## config.mk

```make
export PLATFORM = sky130hd
export DESIGN_NAME = branch_redirect_unit_flat
export DESIGN_NICKNAME = d
export VERILOG_FILES = /design/src/rtl/branch_redirect_unit_if.sv /design/src/rtl/branch_redirect_unit.sv /design/src/flat_wrapper.sv
export SDC_FILE = /design/constraint.sdc
export NUM_CORES = 1
export LEC_CHECK = 0
export ABC_AREA = 1
export BUFFER_PORTS_ARGS = -buffer_cell sky130_fd_sc_hd__buf_2
export CAP_MARGIN = 20
export CORE_UTILIZATION = 41
export CTS_CLUSTER_DIAMETER = 120
export CTS_CLUSTER_SIZE = 12
export DETAILED_ROUTE_END_ITERATION = 16
export PLACE_DENSITY = 0.63
export SLEW_MARGIN = 20
export SYNTH_ARGS = -nofsm -noshare
export SYNTH_HDL_FRONTEND = slang
export SYNTH_SLANG_ARGS = --single-unit
```

## constraint.sdc

```tcl
create_clock -name clk -period 2.2 [get_ports clk]
set_clock_uncertainty 0.15 [all_clocks]
set_input_delay 0.11 -clock clk [delete_from_list [all_inputs] [get_ports clk]]
set_output_delay 0.11 -clock clk [all_outputs]
set_load 0.05 [all_outputs]
```

## src/rtl/branch_redirect_unit_if.sv

```systemverilog
// EX-to-IF branch resolution bundle: EX result, IF prediction lookup and PC redirect handshake.
interface branch_redirect_unit_if #(
  parameter int XLEN = 64
);
  logic [XLEN-1:0] if_pc;
  logic            if_pred_taken;
  logic            ex_valid;
  logic            ex_is_branch;
  logic            ex_is_jump;
  logic [XLEN-1:0] ex_pc;
  logic            ex_pred_taken;
  logic            ex_cmp_res;
  logic [XLEN-1:0] ex_target;
  logic            ex_ready;
  logic            redir_valid;
  logic [XLEN-1:0] redir_pc;
  logic            redir_ready;
  logic            flush;

  modport master (
    output if_pc, ex_valid, ex_is_branch, ex_is_jump, ex_pc, ex_pred_taken,
           ex_cmp_res, ex_target, redir_ready,
    input  if_pred_taken, ex_ready, redir_valid, redir_pc, flush
  );

  modport slave (
    input  if_pc, ex_valid, ex_is_branch, ex_is_jump, ex_pc, ex_pred_taken,
           ex_cmp_res, ex_target, redir_ready,
    output if_pred_taken, ex_ready, redir_valid, redir_pc, flush
  );
endinterface

```

## src/rtl/branch_redirect_unit.sv

```systemverilog
// Resolves EX branches/jumps, holds a PC redirect for IF and owns the 2-bit BHT; redirect/flush 1 cycle after mispredict.
// Backpressure: ex_ready drops while a redirect is pending and IF withholds redir_ready.
module branch_redirect_unit #(
  parameter int XLEN        = 64,
  parameter int BHT_ENTRIES = 64
) (
  input logic                   clk,
  input logic                   rstn,
  branch_redirect_unit_if.slave bus
);
  localparam int IDX_W = $clog2(BHT_ENTRIES);

  typedef enum logic {
    IDLE,
    PEND
  } state_t;

  state_t          state, state_nxt;
  logic [XLEN-1:0] redir_pc_q, redir_pc_nxt;
  logic            flush_q, flush_nxt;
  logic [1:0]      bht [BHT_ENTRIES];

  logic             resolve;
  logic             actual;
  logic             mispredict;
  logic [XLEN-1:0]  next_pc;
  logic [IDX_W-1:0] rd_idx;
  logic [IDX_W-1:0] wr_idx;
  logic             bht_upd;
  logic [1:0]       bht_cur;
  logic [1:0]       bht_nxt;
  logic             unused_pc_bits;

  assign rd_idx         = bus.if_pc[IDX_W+1:2];
  assign wr_idx         = bus.ex_pc[IDX_W+1:2];
  assign unused_pc_bits = ^{bus.if_pc[XLEN-1:IDX_W+2], bus.if_pc[1:0]};

  assign bus.ex_ready      = (state == IDLE) | bus.redir_ready;
  assign bus.redir_valid   = (state == PEND);
  assign bus.redir_pc      = redir_pc_q;
  assign bus.flush         = flush_q;
  assign bus.if_pred_taken = bht[rd_idx][1];

  // A jump flagged as a branch too is still a jump: always taken, never trains the BHT.
  assign resolve    = bus.ex_valid & bus.ex_ready & (bus.ex_is_branch | bus.ex_is_jump);
  assign actual     = bus.ex_is_jump | bus.ex_cmp_res;
  assign next_pc    = actual ? bus.ex_target : bus.ex_pc + XLEN'(4);
  assign mispredict = resolve & (actual != bus.ex_pred_taken);
  assign bht_upd    = resolve & bus.ex_is_branch & ~bus.ex_is_jump;

  always_comb begin
    state_nxt    = state;
    redir_pc_nxt = redir_pc_q;
    flush_nxt    = 1'b0;
    case (state)
      IDLE: begin
        if (mispredict) begin
          state_nxt    = PEND;
          redir_pc_nxt = next_pc;
          flush_nxt    = 1'b1;
        end
      end
      PEND: begin
        // A mispredict here implies redir_ready: the old redirect is taken and a new one loads.
        if (mispredict) begin
          state_nxt    = PEND;
          redir_pc_nxt = next_pc;
          flush_nxt    = 1'b1;
        end else if (bus.redir_ready) begin
          state_nxt = IDLE;
        end
      end
      default: state_nxt = IDLE;
    endcase
  end

  always_ff @(posedge clk) begin
    if (!rstn) begin
      state      <= IDLE;
      redir_pc_q <= '0;
      flush_q    <= 1'b0;
    end else begin
      state      <= state_nxt;
      redir_pc_q <= redir_pc_nxt;
      flush_q    <= flush_nxt;
    end
  end

  always_comb begin
    bht_cur = bht[wr_idx];
    bht_nxt = bht_cur;
    if (actual) begin
      if (bht_cur != 2'b11) bht_nxt = bht_cur + 2'b01;
    end else begin
      if (bht_cur != 2'b00) bht_nxt = bht_cur - 2'b01;
    end
  end

  always_ff @(posedge clk) begin
    if (!rstn) begin
      for (int i = 0; i < BHT_ENTRIES; i++) bht[i] <= 2'b01;
    end else if (bht_upd) begin
      bht[wr_idx] <= bht_nxt;
    end
  end
endmodule

```

## src/flat_wrapper.sv

```systemverilog
// flat-port wrapper written by rule: the top's interface ports become plain ports
module branch_redirect_unit_flat 
#(
  parameter int XLEN        = 64,
  parameter int BHT_ENTRIES = 64
)
  (clk, rstn, bus_if_pc, bus_ex_valid, bus_ex_is_branch, bus_ex_is_jump, bus_ex_pc, bus_ex_pred_taken, bus_ex_cmp_res, bus_ex_target, bus_redir_ready, bus_if_pred_taken, bus_ex_ready, bus_redir_valid, bus_redir_pc, bus_flush);
  branch_redirect_unit_if #(.XLEN(XLEN)) bus_i ();
  input logic clk;
  input logic rstn;
  input wire logic [$bits(bus_i.if_pc)-1:0] bus_if_pc;
  input wire logic [$bits(bus_i.ex_valid)-1:0] bus_ex_valid;
  input wire logic [$bits(bus_i.ex_is_branch)-1:0] bus_ex_is_branch;
  input wire logic [$bits(bus_i.ex_is_jump)-1:0] bus_ex_is_jump;
  input wire logic [$bits(bus_i.ex_pc)-1:0] bus_ex_pc;
  input wire logic [$bits(bus_i.ex_pred_taken)-1:0] bus_ex_pred_taken;
  input wire logic [$bits(bus_i.ex_cmp_res)-1:0] bus_ex_cmp_res;
  input wire logic [$bits(bus_i.ex_target)-1:0] bus_ex_target;
  input wire logic [$bits(bus_i.redir_ready)-1:0] bus_redir_ready;
  output wire logic [$bits(bus_i.if_pred_taken)-1:0] bus_if_pred_taken;
  output wire logic [$bits(bus_i.ex_ready)-1:0] bus_ex_ready;
  output wire logic [$bits(bus_i.redir_valid)-1:0] bus_redir_valid;
  output wire logic [$bits(bus_i.redir_pc)-1:0] bus_redir_pc;
  output wire logic [$bits(bus_i.flush)-1:0] bus_flush;
  assign bus_i.if_pc = bus_if_pc;
  assign bus_i.ex_valid = bus_ex_valid;
  assign bus_i.ex_is_branch = bus_ex_is_branch;
  assign bus_i.ex_is_jump = bus_ex_is_jump;
  assign bus_i.ex_pc = bus_ex_pc;
  assign bus_i.ex_pred_taken = bus_ex_pred_taken;
  assign bus_i.ex_cmp_res = bus_ex_cmp_res;
  assign bus_i.ex_target = bus_ex_target;
  assign bus_i.redir_ready = bus_redir_ready;
  assign bus_if_pred_taken = bus_i.if_pred_taken;
  assign bus_ex_ready = bus_i.ex_ready;
  assign bus_redir_valid = bus_i.redir_valid;
  assign bus_redir_pc = bus_i.redir_pc;
  assign bus_flush = bus_i.flush;
  branch_redirect_unit #(.XLEN(XLEN), .BHT_ENTRIES(BHT_ENTRIES)) u_core (.clk(clk), .rstn(rstn), .bus(bus_i));
endmodule
```

Word-level counts from Yosys, hierarchy flattened
Memories as Yosys holds them, arrays and structs flattened.
Cells that the tools add are included.
{"block": "totals", "ff_bits": 66, "mem_bits_rw": 128, "in_bits": 200, "out_inout_bits": 68, "word_cells": 37, "memories": 1}
{"name": "u_core.bht", "words": 64, "width": 2, "read_ports": 2, "rd_clocked_by_memory_dff": 0, "write_ports": 64, "line_no": "branch_redirect_unit.sv:21", "rtl": "logic [1:0] bht [BHT_ENTRIES];"}
{"block": "classes", "add_sub_neg": 3, "n_eq_ne": 2, "n_mux": 16, "bitwise_logic": 10, "reduce_logical": 2}
{"op": "64-bit 2-to-1 mux", "n": 2}
{"op": "64-bit by 3-bit adder with 64-bit output (second input constant)", "n": 1}
{"op": "1-bit 2-to-1 mux", "n": 8}
{"op": "2-bit 2-to-1 mux", "n": 4}
{"op": "6-bit 2-to-1 mux", "n": 1}
{"op": "1-bit AND", "n": 5}
{"op": "1-bit bitwise OR", "n": 3}
{"op": "2-bit by 1-bit adder with 2-bit output (second input constant)", "n": 1}
{"op": "2-bit != test (second input constant)", "n": 1}
{"op": "1-bit inverter", "n": 2}
{"op": "1-bit one-hot mux with 2 select lines", "n": 1}
{"op": "2-bit nonzero test", "n": 1}
{"op": "2-bit OR reduction", "n": 1}
{"op": "2-bit by 1-bit subtractor with 2-bit output (second input constant)", "n": 1}
{"op": "1-bit != test", "n": 1}

Longest topological paths before layout
{"block": "logic_depth", "depth_word": 11, "mapped_depth": 18, "mapped_depth_nobuf": 15}

Worst setup path after synthesis
OpenSTA, ideal clock, no wires.
{"block": "synth_timing", "kind": "register to register", "from": "reg u_core.state, in the netlist u_core.bus.redir_valid", "to": "mem u_core.bht[40][0] (enable)", "setup_time_ps": 298, "arrival_time_ps": 1494, "required_ps": 1752, "setup_slack_ps": 258, "stages_incl_launch_ff": 10, "n_path_buf": 0, "synth_period_minus_slack_ps": 1942, "cell_sequence": "dfxtp_1 inv_1 nor2_1 nor2_1 nand4_1 inv_1 nand3_1 nor2_1 inv_1 nand2_1"}
{"element": "start: declaration", "line_no": "branch_redirect_unit.sv:18", "rtl": "state_t state, state_nxt;"}
{"element": "start signal: assignment", "line_no": "branch_redirect_unit.sv:83", "rtl": "state <= state_nxt;"}
{"element": "end: declaration", "line_no": "branch_redirect_unit.sv:21"}

==> summary.txt <==
Clocking
  • Clock Path Buffers: 2
  • Skew-Pair Late Insertion Delay: 0.46 ns
  • Setup bufs post-CTS: 0
  • CTS tree: built
  • Clock-pin slew on the worst setup and hold paths: 0.09 ns
  • Clk sink count: 194
  • TritonCTS Buffers: 17
  • H-tree Lvls: 4
  • Root buf cell: clkbuf_16

GRT
  • First-pass GRT wire length: 72850 µm
  • Initial antenna violation count: 7
  • Gr ovfl total: 0
  • Vias in the first global route: 13187
  • GRT Util Overall: 30.86%
  • Largest net degree at the start of global routing: 101

Timing
  • Slew @ Worst Pin: 0.6129 ns
  • Crit path time final: 2.258 ns
  • RSZ-0062 raised after global routing: yes
  • # setup viols final: 125
  • Final Hold Viols: 0
  • Max Slew Vio Count: 0
  • Final worst path period share: 102.7%
  • Slew headroom: 58.83%
  • Max frequency: 442.8 MHz
  • Setup WS post-layout: -0.05839 ns
  • WHS: 0.01056 ns

Die
  • # rows: 63
  • Die H: 175.5 µm
  • Die X: 175.5 µm
  • # IOs: 268
  • Starting Density: 41.64%
  • Die area: 0.03080 mm²
  • Core Footprint: 0.02964 mm²

Setup path
  • Worst EP required: 2.27 ns
  • Crit path capture type: flip-flop
  • Setup crit start: u_core.bht[40][1]$_SDFFCE_PN0P_
  • RR Startpoint: u_core.bht[40][1]$_SDFFCE_PN0P_
  • Crit path DAT: 2.33 ns
  • Cell count of the worst reg-to-reg path: 12
  • Max FO, Critical Path: 11
  • WS Path Type: flip-flop to flip-flop
  • FF-to-FF End: u_core.bht[29][1]$_SDFFCE_PN0P_
  • Critical Path Source Type: flip-flop
  • Reg2reg setup slack: -0.06 ns

Placement
  • Placement-stage cell area: 0.01464 mm²
  • Dpl ws: -0.1032 ns
  • GPL Wtd Cong: 0.9797
  • IO buf count: 209
  • Placed wire-length estimate: 34400 µm

Power
  • Design Power: 0.009842 W
  • Worst vdd ir: 480.3 µV
  • P per Cell Area: 587.3 mW/mm²
  • Leakage: 7.137 nW

Route
  • Routed len/inst: 18.59 µm
  • DRT Pass-1 Iters: 6
  • DRC: 0
  • Drt via density: 5.381
  • Post-DRT Antenna Nets: 0
  • DR iter-0 viols: 1604
  • Drt total wl: 48770 µm
  • Vias after detailed routing: 14120

Min path
  • WHS Path Cells: 5
  • Min-delay src: bus_ex_pc[2]
  • Hold Crit Class: input port to flip-flop
  • Worst Hold Path EP: u_core.bus.redir_pc[2]$_SDFFE_PN0P_

Yosys
  • Sequential-to-total area share from yosys stat: 41.85%
  • Post-synthesis async set-or-reset flop share: 0%
  • EDFF count, synth: 128
  • Post-synthesis cell count: 1841
  • Distinct cells, synth: 35
  • Synthesized area per cell: 6.703 µm²
  • Ys Warns: 0
  • Top FF cell, synth: edfxtp_1
  • Flops & latches, synth: 194
  • Cell Area, Synth: 0.01234 mm²
  • Mapped Nets: 2042

Run status
  • Status: complete, but fails checks
  • Failing checks: setup timing

Final layout
  • Layout cells sized above 1: 20.60%
  • Finished Cell Area: 0.01676 mm²
  • Reg area: 0.005165 mm²
  • Nets@finish: 2416
  • Multi-input logic area: 0.006290 mm²
  • FILL cells: 2845
  • Syn-to-layout area delta: 35.79%

Flow run
  • Max cap viols: 0
cell families after synthesis:
kind of cell / synth area share, %
AOI/OAI and AO/OA: 10.39
DFF: 41.85
adders and majority gates: 0.1014
buffers and inverters: 9.338
xor gates and xnor gates: 1.561
and+or+nand+nor: 36.75
registers in the layout (all words and copies together) (netlist names):
| name | count |
|---|---|
| u_core.bht | 128 |
| u_core.bus.redir_valid | 1 |
| u_core.bus.flush | 1 |
| u_core.bus.redir_pc | 64 |
layer usage:
| metal | part of all wire, % | up-vias | track usage (%) |
|---|---|---|---|
| met2 | 45 | 733 | 48.23 |
| met5 | 0 | - | 0 |
| met1 | 42 | 6556 | 42.20 |
| met3 | 8.6 | 110 | 4.437 |
| met4 | 3.8 | 0 | 14.13 |
| li1 | - | 6721 | - |
report_power, final:
part	internal [W]	switching, W
Sequential	0.00400	0.0000687
Combinational	0.000888	0.00156
Clock	0.00155	0.00177
Total	0.00644	0.00340
per-stage QoR:
stage	cells	utilization, %	setup TNS [ns]
2_1_floorplan	1841	-	0
3_3_place_gp	2474	49.38	-8.399
3_5_place_dp	2474	49.38	-9.363
4_1_cts	2609	54.95	-0.009569
5_1_grt	2623	56.53	-12.53
6_report	2624	56.54	-4.147
how the worst max path moves through the flow:
| stage | slack [ns] | to | depth (start not counted) |
|---|---|---|---|
| CTS | -0.005 | u_core.bht[50][1]$_SDFFCE_PN0P_ | 12 |
| detailed placement | -0.10 | u_core.bht[50][1]$_SDFFCE_PN0P_ | 15 |
| global placement | -0.09 | u_core.bht[7][0]$_SDFFCE_PN1P_ | 13 |
| finish | -0.06 | u_core.bht[29][1]$_SDFFCE_PN0P_ | 12 |
| global route | -0.12 | u_core.bht[39][1]$_SDFFCE_PN0P_ | 12 |
| floorplan | 0.26 | u_core.bht[40][0]$_SDFFCE_PN1P_ | 9 |
cell usage in the layout (no fill, tap or decap), drive strengths merged, types with 6 or more instances in the layout:
master and n:
nand2 573, clkbuf 23, nor2 314, nand3 146
o211ai 16, o21ai 103, dfxtp 66, clkinv 6
buf 339, edfxtp 128, nor3 32, inv 188
xor2 14, or2 10, xnor2 8, diode 6
nand4 28, a31oi 7, a21oi 105, dlygate4sd3 103
worst max-delay path, cell delays in order, from the launching register on:
cell and delay (ns):
edfxtp_1 0.42, or2_0 0.22, nand3_1 0.09, nand2_1 0.08, o21ai_2 0.17, nand2_1 0.12
nor2_4 0.14, nand2_2 0.09, nand2_4 0.10, nand2_4 0.09, nand2_4 0.16, buf_12 0.16
nor2_1 0.05
timing repair:
action                                  4_1_cts  5_1_grt
hold buffers                                103        0
endpoints found under the setup margin      120      237
hold endpoints to repair                     64        0
resized for setup                             6       90
pin swaps                                     1       14
cloned                                        0        9
synthesized netlist by cell type, types with 4 or more instances:
library cell | count | area share (%)
a31oi_1 | 7 | 0.35
nand4_1 | 28 | 1.4
edfxtp_1 | 128 | 31
clkbuf_1 | 51 | 1.6
buf_2 | 18 | 0.73
dfxtp_1 | 66 | 11
nand3b_1 | 5 | 0.30
o211ai_1 | 16 | 0.97
nor2_1 | 308 | 9.4
nand2_1 | 569 | 17
nor3_1 | 32 | 1.3
o21ai_0 | 99 | 4.0
o22ai_1 | 4 | 0.20
a21oi_1 | 105 | 4.3
inv_1 | 178 | 5.4
or2_2 | 5 | 0.25
o21ai_1 | 4 | 0.16
xor2_1 | 14 | 0.99
nor2_2 | 5 | 0.25
buf_4 | 22 | 1.3
nand3_1 | 145 | 5.9
o221ai_1 | 5 | 0.35
xnor2_1 | 8 | 0.57
cell type report:
type                    instances  area share (%)
diodes                          6         0.08960
clock buffers                  17           2.539
clock inverters                15           1.045
inverters                     181           4.077
multi-input cells            1373           37.53
flip-flops and latches        194           30.82
well taps                     390           2.912
repair buffers                448           20.98
Note: power is estimated with default switching activity, not from simulation.
